==> config.mk <==
export PLATFORM = sky130hd
export DESIGN_NAME = word_serializer_flat
export DESIGN_NICKNAME = d
export VERILOG_FILES = /design/src/rtl/ser_pkg.sv /design/src/rtl/word_serializer_if.sv /design/src/rtl/bit_tick_gen.sv /design/src/rtl/word_serializer.sv /design/src/flat_wrapper.sv
export SDC_FILE = /design/constraint.sdc
export NUM_CORES = 1
export LEC_CHECK = 0
export BUFFER_PORTS_ARGS = -buffer_cell sky130_fd_sc_hd__buf_2
export CAP_MARGIN = 30
export CORE_ASPECT_RATIO = 1.2
export CORE_MARGIN = 4
export CORE_UTILIZATION = 51
export DETAILED_ROUTE_END_ITERATION = 6
export PLACE_DENSITY = 0.81
export SLEW_MARGIN = 30
export SYNTH_ARGS = -nofsm -noshare
export SYNTH_HDL_FRONTEND = slang
export SYNTH_SLANG_ARGS = --single-unit
==> constraint.sdc <==
create_clock -name clk -period 1.8 [get_ports clk]
set_input_delay 0.27 -clock clk [delete_from_list [all_inputs] [get_ports clk]]
set_output_delay 0.27 -clock clk [all_outputs]
set_load 0.05 [all_outputs]
==> src/rtl/ser_pkg.sv <==
// Shared definitions for the word serializer: state encoding, default sizing
// and the bit-index width helper.
package ser_pkg;

  typedef enum logic {
    IDLE  = 1'b0,
    SHIFT = 1'b1
  } state_t;

  localparam int DEF_WIDTH = 16;
  localparam int DEF_DIV   = 1;
  localparam int DEF_CNT_W = 8;

  function automatic int idx_w(input int width);
    return (width > 1) ? $clog2(width) : 1;
  endfunction

endpackage

==> src/rtl/word_serializer_if.sv <==
// Word-in / bit-out bundle between a word source (master) and the serializer (slave).
interface word_serializer_if
  import ser_pkg::*;
#(
  parameter int WIDTH = DEF_WIDTH,
  parameter int CNT_W = DEF_CNT_W
);

  logic [WIDTH-1:0] in_data;
  logic             in_valid;
  logic             in_ready;
  logic             ser_out;
  logic             ser_valid;
  logic             busy;
  logic [CNT_W-1:0] words_sent;

  modport master (
    output in_data, in_valid,
    input  in_ready, ser_out, ser_valid, busy, words_sent
  );

  modport slave (
    input  in_data, in_valid,
    output in_ready, ser_out, ser_valid, busy, words_sent
  );

endinterface

==> src/rtl/bit_tick_gen.sv <==
// Bit-period divider: counts 0..DIV-1 while enabled, tick is high in the last
// cycle of each period; clr restarts the period (word load).
module bit_tick_gen
  import ser_pkg::*;
#(
  parameter int DIV = DEF_DIV
) (
  input  logic clk,
  input  logic rst,
  input  logic clr,
  input  logic en,
  output logic tick
);

  localparam int            CW   = (DIV > 1) ? $clog2(DIV) : 1;
  localparam logic [CW-1:0] LAST = CW'(DIV - 1);

  logic [CW-1:0] cnt;

  assign tick = en && (cnt == LAST);

  always_ff @(posedge clk or posedge rst) begin
    if (rst) begin
      cnt <= '0;
    end else if (clr || tick) begin
      cnt <= '0;
    end else if (en) begin
      cnt <= cnt + 1'b1;
    end
  end

endmodule

==> src/rtl/word_serializer.sv <==
// Parallel-to-serial front end: first bit one cycle after the accepting edge, one bit per DIV cycles.
// Backpressure: in_ready drops only while the one-word holding register is full.
// SER_MSB_FIRST_EN selects MSB-first bit order (default LSB-first).
module word_serializer
  import ser_pkg::*;
#(
  parameter int WIDTH = DEF_WIDTH,
  parameter int DIV   = DEF_DIV,
  parameter int CNT_W = DEF_CNT_W
) (
  input  logic             clk,
  input  logic             rst,
  word_serializer_if.slave bus
);

  localparam int            IW       = idx_w(WIDTH);
  localparam logic [IW-1:0] LAST_IDX = IW'(WIDTH - 1);

  state_t           state;
  logic [WIDTH-1:0] shreg;
  logic [WIDTH-1:0] hold;
  logic             hold_full;
  logic [IW-1:0]    bit_idx;
  logic [CNT_W-1:0] words_sent;
  logic             ser_out;
  logic             ser_valid;

  logic             xfer;
  logic             tick;
  logic             eow;
  logic             load;
  logic [WIDTH-1:0] load_data;

`ifdef SER_MSB_FIRST_EN
  function automatic logic first_bit(input logic [WIDTH-1:0] w);
    return w[WIDTH-1];
  endfunction
  function automatic logic [WIDTH-1:0] advance(input logic [WIDTH-1:0] w);
    return w << 1;
  endfunction
`else
  function automatic logic first_bit(input logic [WIDTH-1:0] w);
    return w[0];
  endfunction
  function automatic logic [WIDTH-1:0] advance(input logic [WIDTH-1:0] w);
    return w >> 1;
  endfunction
`endif

  assign xfer = bus.in_valid && !hold_full;
  assign eow  = (state == SHIFT) && tick && (bit_idx == LAST_IDX);

  // The shifter is (re)loaded from idle, by the held word at end-of-word, or by
  // a word arriving exactly at end-of-word when nothing is held.
  assign load      = ((state == IDLE) && xfer) || (eow && (hold_full || xfer));
  assign load_data = hold_full ? hold : bus.in_data;

  bit_tick_gen #(.DIV(DIV)) u_tick (
    .clk  (clk),
    .rst  (rst),
    .clr  (load),
    .en   (state == SHIFT),
    .tick (tick)
  );

  always_ff @(posedge clk or posedge rst) begin
    if (rst) begin
      state      <= IDLE;
      shreg      <= '0;
      hold       <= '0;
      hold_full  <= 1'b0;
      bit_idx    <= '0;
      words_sent <= '0;
      ser_out    <= 1'b0;
      ser_valid  <= 1'b0;
    end else begin
      ser_valid <= 1'b0;

      if (eow) begin
        words_sent <= words_sent + 1'b1;
      end

      if (load) begin
        shreg     <= advance(load_data);
        ser_out   <= first_bit(load_data);
        ser_valid <= 1'b1;
        bit_idx   <= '0;
        hold_full <= 1'b0;
        state     <= SHIFT;
      end else if (eow) begin
        state <= IDLE;
      end else if ((state == SHIFT) && tick) begin
        shreg     <= advance(shreg);
        ser_out   <= first_bit(shreg);
        ser_valid <= 1'b1;
        bit_idx   <= bit_idx + 1'b1;
      end

      // Mid-word arrivals park in the holding register; end-of-word arrivals load directly.
      if ((state == SHIFT) && xfer && !eow) begin
        hold      <= bus.in_data;
        hold_full <= 1'b1;
      end
    end
  end

  assign bus.in_ready   = !hold_full;
  assign bus.busy       = (state == SHIFT) || hold_full;
  assign bus.ser_out    = ser_out;
  assign bus.ser_valid  = ser_valid;
  assign bus.words_sent = words_sent;

endmodule

==> src/flat_wrapper.sv <==
// flat-port wrapper written by rule: the top's interface ports become plain ports
module word_serializer_flat import ser_pkg::*;
#(
  parameter int WIDTH = DEF_WIDTH,
  parameter int DIV   = DEF_DIV,
  parameter int CNT_W = DEF_CNT_W
)
  (clk, rst, bus_in_data, bus_in_valid, bus_in_ready, bus_ser_out, bus_ser_valid, bus_busy, bus_words_sent);
  word_serializer_if #(.WIDTH(WIDTH), .CNT_W(CNT_W)) bus_i ();
  input  logic clk;
  input  logic rst;
  input wire logic [$bits(bus_i.in_data)-1:0] bus_in_data;
  input wire logic [$bits(bus_i.in_valid)-1:0] bus_in_valid;
  output wire logic [$bits(bus_i.in_ready)-1:0] bus_in_ready;
  output wire logic [$bits(bus_i.ser_out)-1:0] bus_ser_out;
  output wire logic [$bits(bus_i.ser_valid)-1:0] bus_ser_valid;
  output wire logic [$bits(bus_i.busy)-1:0] bus_busy;
  output wire logic [$bits(bus_i.words_sent)-1:0] bus_words_sent;
  assign bus_i.in_data = bus_in_data;
  assign bus_i.in_valid = bus_in_valid;
  assign bus_in_ready = bus_i.in_ready;
  assign bus_ser_out = bus_i.ser_out;
  assign bus_ser_valid = bus_i.ser_valid;
  assign bus_busy = bus_i.busy;
  assign bus_words_sent = bus_i.words_sent;
  word_serializer #(.WIDTH(WIDTH), .DIV(DIV), .CNT_W(CNT_W)) u_core (.clk(clk), .rst(rst), .bus(bus_i));
endmodule
# == After elaboration in Yosys (flattened, before gate mapping) ==
# Cells that the tools add are included.
# word_totals
regBits,49
input_bits,19
output_inout_bits,12
# op_classes
n_addsub,3
n_eq_ne,2
n_mux,19
n_bitwise,2
reduce_logical,19
# op_table
operator,count
$mux 16,4
$mux 1,12
$mux 4,3
$add 8x1->8 const B,1
$logic_and 1x1->1,8
$reduce_bool 2->1,4
$add 4x1->4 const B,1
$eq 4x4->1 const B,1
$logic_or 1x1->1,4
$logic_not 1->1,2
$ne 2x2->1 const B,1
$not 1->1,2
$reduce_and 2->1,1
$add 1x1->1 const B,1

# == Depth between registers and ports, before layout ==
# Gate-level depths: netlist (run 1).
# depth
word_depth,8
ltp_mapped,7
depth_no_buf,5

# == Modules after synthesis ==
# Synthesis (run 1) repeated with hierarchy kept, for this count alone.
# unflattened
cells_unflattened,245
hier_area_um2,2597.5
# modules_own_cells
mod,n_inst,cells_each,area_per_inst_um2
word_serializer,1,241,2547.4
bit_tick_gen,1,4,50.0

# == Worst setup path before layout (run 1) ==
# Ideal clock, no wire load.
# synth_path
kind,reg2reg
startpoint,register u_core.bit_idx[0]
endpoint,register u_core.shreg[0]
setup_ps,126
arrival_ps,1688
required_ps,1674
setup_slack_ps,-14
path_stages_with_launch,8
synth_period_minus_slack_ps,1814
cell_sequence,dfrtp_1 -> ha_1 -> nand3_2 -> o31a_1 -> nor2b_4 -> buf_6 -> buf_8 -> a221o_1
# synth_between
elab_chain_cells,6
# synth_rtl
item,line_no,source
from (decl),word_serializer.sv:23,logic [IW-1:0] bit_idx;
from (signal assigned),word_serializer.sv:96,bit_idx <= bit_idx + 1'b1;
$eq 4x4->1 (*),word_serializer.sv:51,assign eow = (state == SHIFT) && tick && (bit_idx == LAST_IDX);
$logic_and 1x1->1 (*),word_serializer.sv:51,
$logic_and 1x1->1,word_serializer.sv:55,assign load = ((state == IDLE) && xfer) || (eow && (hold_full || xfer));
$logic_or 1x1->1,word_serializer.sv:55,
$ne 2x2->1 (no line) / $reduce_bool 2->1 (equally long branches),--,
$reduce_and 2->1 (no line),--,
to (signal assigned),word_serializer.sv:84,shreg <= advance(load_data);
to (signal assigned),word_serializer.sv:93,shreg <= advance(shreg);
to (decl),word_serializer.sv:20,logic [WIDTH-1:0] shreg;
# Every way passes the cells marked *; elsewhere a longest branch is shown, timed or not.
# A chain may end at the register's enable or synchronous reset.

# == Final worst setup path (run 1) ==
# layout_path
startpoint,register u_core.bit_idx[0]
endpoint,register u_core.shreg[9]
# Same word-level chain as after synthesis.

==> impl_metrics.toml, run 1 <==
[status]
outcome = "finished, violations left"
violations = "negative hold slack"

[floorplanning]
initial_core_util_pct = 52.5
core-area_mm2 = 0.00426
die-width_um = 68.5
die_area_mm2 = 0.00551
num_rows = 26
ios = 31
die-height_um = 80.6

[routing]
ant_nets = 0
route.detailed.drc = 0
top_layer = "met4"
routed_wl_um = 3930
first_pass_iters = 4
wl_met2_um = 1880
wl_met1_um = 1790
routed-wl-met3_um = 206
dr_total_vias = 1457
drt-initial-drc-count = 64
post_drt_wl_per_cell_um = 14.5
viasPerCell = 5.38

[timing]
hold_violations = 15
setup_violations = 0
max_freq_ghz = 0.568
slew_headroom_pct = 75.6
worstMarginPinSlew_ps = 363
slew_viol_final = 0
grt_setup_unrepaired = "yes"
finClkSkew_ps = 11.7
fin_crit_sh_pct = 97.9
worst_hold_slack_ps = -11.5
period_needed_ps = 1760

[power_and_ir_drop]
ir_worst_vdd_mv = 0.790
p_leak_nw = 1.31
p_per_area_mw_per_mm2 = 1620

[final_layout]
layout_commonest_cell = "dfrtp_1"
drive_gt1_share_pct = 39.1
n_antenna_cell = 0
final_util_pct = 60.9
n_fill_cell = 343
final_cells = 271
nNetsFinal = 236
area.growth.synth_to_final_pct = 16.0
layout_common_cells = "dfrtp_1, buf_2, nor2_1"

[global_routing]
grt_overflow = 0
antenna_found_initial = 0
grt_pass1_vias = 1455
track_usage_pct = 16.3
grt_max_degree = 49
grt_pass1_wl_um = 6680

[cts]
clk_path_buf_depth = 2
tritoncts = "built"
htree_levels = 2
hold_buffers = 0
worstSkewPairLatency_ps = 300
cts.clk_slew.worst_paths_ps = 90
cts_root_buf = "clkbuf_8"
cts.sinks = 48
cts_buffers = 5

[setup_path]
crit_type = "reg -> reg"
endpoint_kind = "flip-flop"
startpoint_type = "flip-flop"
cp_max_fo = 8
arrival_ps = 1950
worstPathRequired_ps = 1980

[synth]
yosysUniqueCellTypes = 35
seq_area_frac_synth_pct = 53.7
syn_avg_cell_area_um2 = 12.8
synth_nets = 196
ys_async_sr_fraction_pct = 100
synthCells = 175
ys.flop_type = "dfrtp_1"
ys_seq_elements = 48
synth_edf_count = 0
syn_area_mm2 = 0.00224
yosysWarnings = 0

[placement]
dpl.hpwl_um = 2630
port_buffers = 30
gp_congestion = 0.742
dpl.cell_count = 259

[hold_path]
min_path_type = "in -> async"

[flow_run]
maxCapViolCount = 0
## flip-flops by register name, indices dropped and copies added (netlist names)
name / count
u_core.bus.words_sent: 8
u_core.hold_full: 1
u_core.bit_idx: 4
u_core.u_tick.cnt: 1
u_core.bus.ser_out: 1
u_core.shreg: 15
u_core.hold: 16
u_core.state: 1
u_core.bus.ser_valid: 1
## logic make-up after synthesis
family / synth area share (%)
mux: 16.2
xor+xnor: 2.74
compound gates: 10.7
simple gates: 10.2
buf+inv: 5.37
fa+ha+maj: 1.12
flops: 53.7
## synthesized netlist by cell type (3+ instances only)
cell	number	area (µm²)
nand3_1	5	25.0
buf_2	3	15.0
dfrtp_1	48	1200
o21ai_0	4	20.0
inv_1	4	15.0
xor2_1	3	26.3
xnor2_1	4	35.0
mux2_2	17	191
buf_6	3	33.8
nor2_1	18	67.6
a221o_1	9	90.1
a221o_2	6	67.6
nand2_1	7	26.3
clkbuf_8	3	41.3
mux2i_1	17	170
## path summary, 6_finish.rpt
kind	startpoint	end	slack [ps]	depth (start not counted)
worst max-delay path	u_core.bit_idx[0]	u_core.shreg[9]	40	5
worst min-delay path	rst	u_core.bit_idx[3]	-10	3
worst max register to register	u_core.bit_idx[0]	u_core.shreg[9]	40	5
worst min register to register	u_core.bus.words_sent[7]	u_core.bus.words_sent[7]	470	1
max in group asynchronous	rst	u_core.state	1580	3
min in group clk	bus_in_data[11]	u_core.hold[11]	210	2
## where the power goes
group	leakage, nW	internal [W]	switching, W
Sequential	0.602	0.00149	0.000297
Combinational	0.667	0.000877	0.000940
Clock	0.0410	0.000265	0.000344
## critical path: stages (launching register included)
cell and delay, ps:
dfrtp_1 440, ha_4 180, nand3_4 110, o31a_1 380
nor2b_4 180, a221o_2 350
## layout make-up
type / instances / area, µm² / share of cell area [%]
multi-input combinational: 114 / 965 / 37.2
timing repair buffer: 42 / 265 / 10.2
tap: 56 / 70.1 / 2.70
clock inverter: 1 / 5.00 / 0.193
sequential: 48 / 1200 / 46.3
inverter: 4 / 15.0 / 0.579
clock buffer: 6 / 72.6 / 2.80
## routing by layer
metal | vias to the layer above | GRT usage, %
li1 | 712 | -
met1 | 707 | 20.8
met2 | 33 | 25.4
met3 | 5 | 4.48
met4 | 0 | 6.96
met5 | - | 0
## timing repair
| item | in CTS | in global routing |
|---|---|---|
| setup buffers | 0 | 4 |
| endpoints found under the setup margin | 0 | 17 |
| gates resized for setup | 0 | 8 |
| endpoints found under the hold margin | 0 | 0 |
## stage by stage
step	hold WS, ps	setup TNS, ps	instance area [µm²]	power (W)	setup WS [ps]
final	-11.5	0	2590	0.00421	38.0
after global routing	5.08	-74.6	2590	0.00456	-25.3
after CTS	2.31	0	2520	0.00408	6.64
after detailed placement	327	0	2440	0.00348	35.4
after global placement	321	0	2440	0.00341	65.7
after floorplan	421	0	2240	0.00321	46.7
Power figures use the tool's default switching activity.
==> run 2: changes to the inputs <==
--- a/config.mk
+++ b/config.mk
@@ -9,9 +9,9 @@
 export CAP_MARGIN = 30
 export CORE_ASPECT_RATIO = 1.2
 export CORE_MARGIN = 4
-export CORE_UTILIZATION = 51
+export CORE_UTILIZATION = 57
 export DETAILED_ROUTE_END_ITERATION = 6
-export PLACE_DENSITY = 0.81
+export PLACE_DENSITY = 0.85
 export SLEW_MARGIN = 30
 export SYNTH_ARGS = -nofsm -noshare
 export SYNTH_HDL_FRONTEND = slang
==> constraint.sdc (replaced) <==
create_clock -name clk -period 2.2 [get_ports clk]
set_input_delay 0.33 -clock clk [delete_from_list [all_inputs] [get_ports clk]]
set_output_delay 0.33 -clock clk [all_outputs]
set_load 0.05 [all_outputs]
==> run 2 against run 1 <==
The flow now finishes without violations. Sequential power is 18% lower. Register-to-register slack better by 240 ps. Flip-flop and latch count stayed put. Final cell count is 3.0% lower. Global-route usage is 2.1 points higher. Design area is 3.9% lower. Count of clock-buffer cells in the layout stayed put. Highest routed layer unchanged.
==> impl_metrics.toml, run 2 (synthesized netlist as in run 1, its figures left out) <==
[status]
outcome = "finished clean"

[routing]
ant_nets = 0
post_drt_wl_per_cell_um = 15.6
first_pass_iters = 4
viasPerCell = 5.65
dr_total_vias = 1485
route.detailed.drc = 0
drt-initial-drc-count = 74
routed_wl_um = 4100

[setup_path]
endpoint_kind = "flip-flop"
cp_slowest_cell = "o221ai_2"
reg2reg_to = "u_core.shreg[9]"
cp_num_buf_inv = 0
regToRegSetupSlack_ps = 280
startpoint_type = "flip-flop"
path_depth = 5
r2r_cells = 5
crit_start = "u_core.bit_idx[0]"
cp_top_family = "compound AO/OA/AOI/OAI gates"
crit_type = "reg -> reg"
cp_max_fo = 16
crit_path_end = "u_core.shreg[9]"
r2r_start = "u_core.bit_idx[0]"
cpPeakStageDelay_ps = 460
arrival_ps = 2100
crit_path_cell_trace = "ha_1, nand3_2, o221ai_2, nor2b_4, a221o_2"
worstPathRequired_ps = 2380

[flow_run]
maxCapViolCount = 0

[placement]
gp_congestion = 0.772
dpl.cell_count = 255
port_buffers = 30
dpl.hpwl_um = 3130

[timing]
fin_crit_sh_pct = 87.4
hold_violations = 0
finClkSkew_ps = 5.43
worstMarginPinSlew_ps = 499
slew_viol_final = 0
max_freq_ghz = 0.520
setup_violations = 0
grt_setup_unrepaired = "no"
worst_hold_slack_ps = 278
period_needed_ps = 1920
tns_ps = 0
slew_headroom_pct = 66.8

[cts]
cts_root_buf = "clkbuf_8"
tritoncts = "built"
cts.clk_slew.worst_paths_ps = 80
clk_path_buf_depth = 2
worstSkewPairLatency_ps = 290
cts.sinks = 48
post_cts_buffers = 0
cts_buffers = 5
htree_levels = 2

[final_layout]
largest_reg_flops = 16
area.growth.synth_to_final_pct = 11.5
drive_gt1_share_pct = 36.0
n_fill_cell = 308
layout_common_cells = "dfrtp_1, buf_2, nor2_1"
nNetsFinal = 232
layout_commonest_cell = "dfrtp_1"
largest_register = "u_core.hold"
final_cells = 263
final_util_pct = 67.0
biggestRegsByFlops = "u_core.hold (16), u_core.shreg (15), u_core.bus.words_sent (8)"
n_antenna_cell = 0

[power_and_ir_drop]
p_leak_nw = 1.27
ir_worst_vdd_mv = 0.680
switchingPower_w = 0.00125
total_power_w = 0.00330
switching_share_pct = 37.7
power_frac_comb_pct = 41.2
p_clk_share_pct = 14.6
p_per_area_mw_per_mm2 = 1320
p_seq_share_pct = 44.1
p_int_w = 0.00206

[global_routing]
track_usage_pct = 18.3
grt_overflow = 0
antenna_found_initial = 0
grt_pass1_wl_um = 7150
grt_max_degree = 21
grt_pass1_vias = 1575

[floorplanning]
die-height_um = 76.6
initial_core_util_pct = 60.1
num_rows = 24
core-area_mm2 = 0.00372
die-width_um = 65.2
die_area_mm2 = 0.00500
ios = 31

[hold_path]
min_path_type = "in -> reg"
-- run 2: area by class of cell --
class / count / area [µm²] / share of cell area (%)
repair buffers: 39 / 220 / 8.83
multi-input cells: 113 / 916 / 36.7
clock buffers: 6 / 72.6 / 2.91
clock inverters: 1 / 5.00 / 0.201
inverters: 4 / 15.0 / 0.602
flip-flops and latches: 48 / 1200 / 48.1
well taps: 52 / 65.1 / 2.61
-- run 2: stage by stage --
step                      setup slack [ps]  instance area [µm²]
final                                  277                 2490
after CTS                              295                 2490
after detailed placement               324                 2410
after global placement                 414                 2410
after global routing                   125                 2490
after floorplan                        386                 2240
-- run 2: what timing repair did --
item                                   in CTS  in global routing
resized for setup                           0                  0
endpoints found under the hold margin      11                  0
hold buffers                                1                  0
-- run 2: per-layer routing --
layer / vias up / GRT usage, % / share of wire (%)
met1: 747 / 21.5 / 40
met2: 33 / 31.5 / 54
li1: 697 / - / -
met3: 8 / 5.01 / 4.2
met4: 0 / 6.64 / 1.8
met5: - / 0 / 0
-- run 2: worst min-delay path by stage --
stage | start | endpoint | slack [ps] | depth (start not counted)
after global placement | rst | u_core.hold[1] | 270 | 2
after global routing | bus_in_data[9] | u_core.hold[9] | 260 | 2
after floorplan | u_core.shreg[14] | u_core.shreg[14] | 450 | 2
after CTS | bus_in_data[12] | u_core.hold[12] | 270 | 2
after detailed placement | rst | u_core.hold[1] | 280 | 2
final | bus_in_data[12] | u_core.hold[12] | 280 | 2
-- run 2: power groups by stage --
stage / clock, W / combinational, W / sequential (W)
finish: 0.000483 / 0.00136 / 0.00146
floorplan: 0 / 0.00109 / 0.00154
CTS: 0.000498 / 0.00138 / 0.00145
global route: 0.000541 / 0.00149 / 0.00150
detailed placement: 0 / 0.00138 / 0.00147
global placement: 0 / 0.00130 / 0.00143
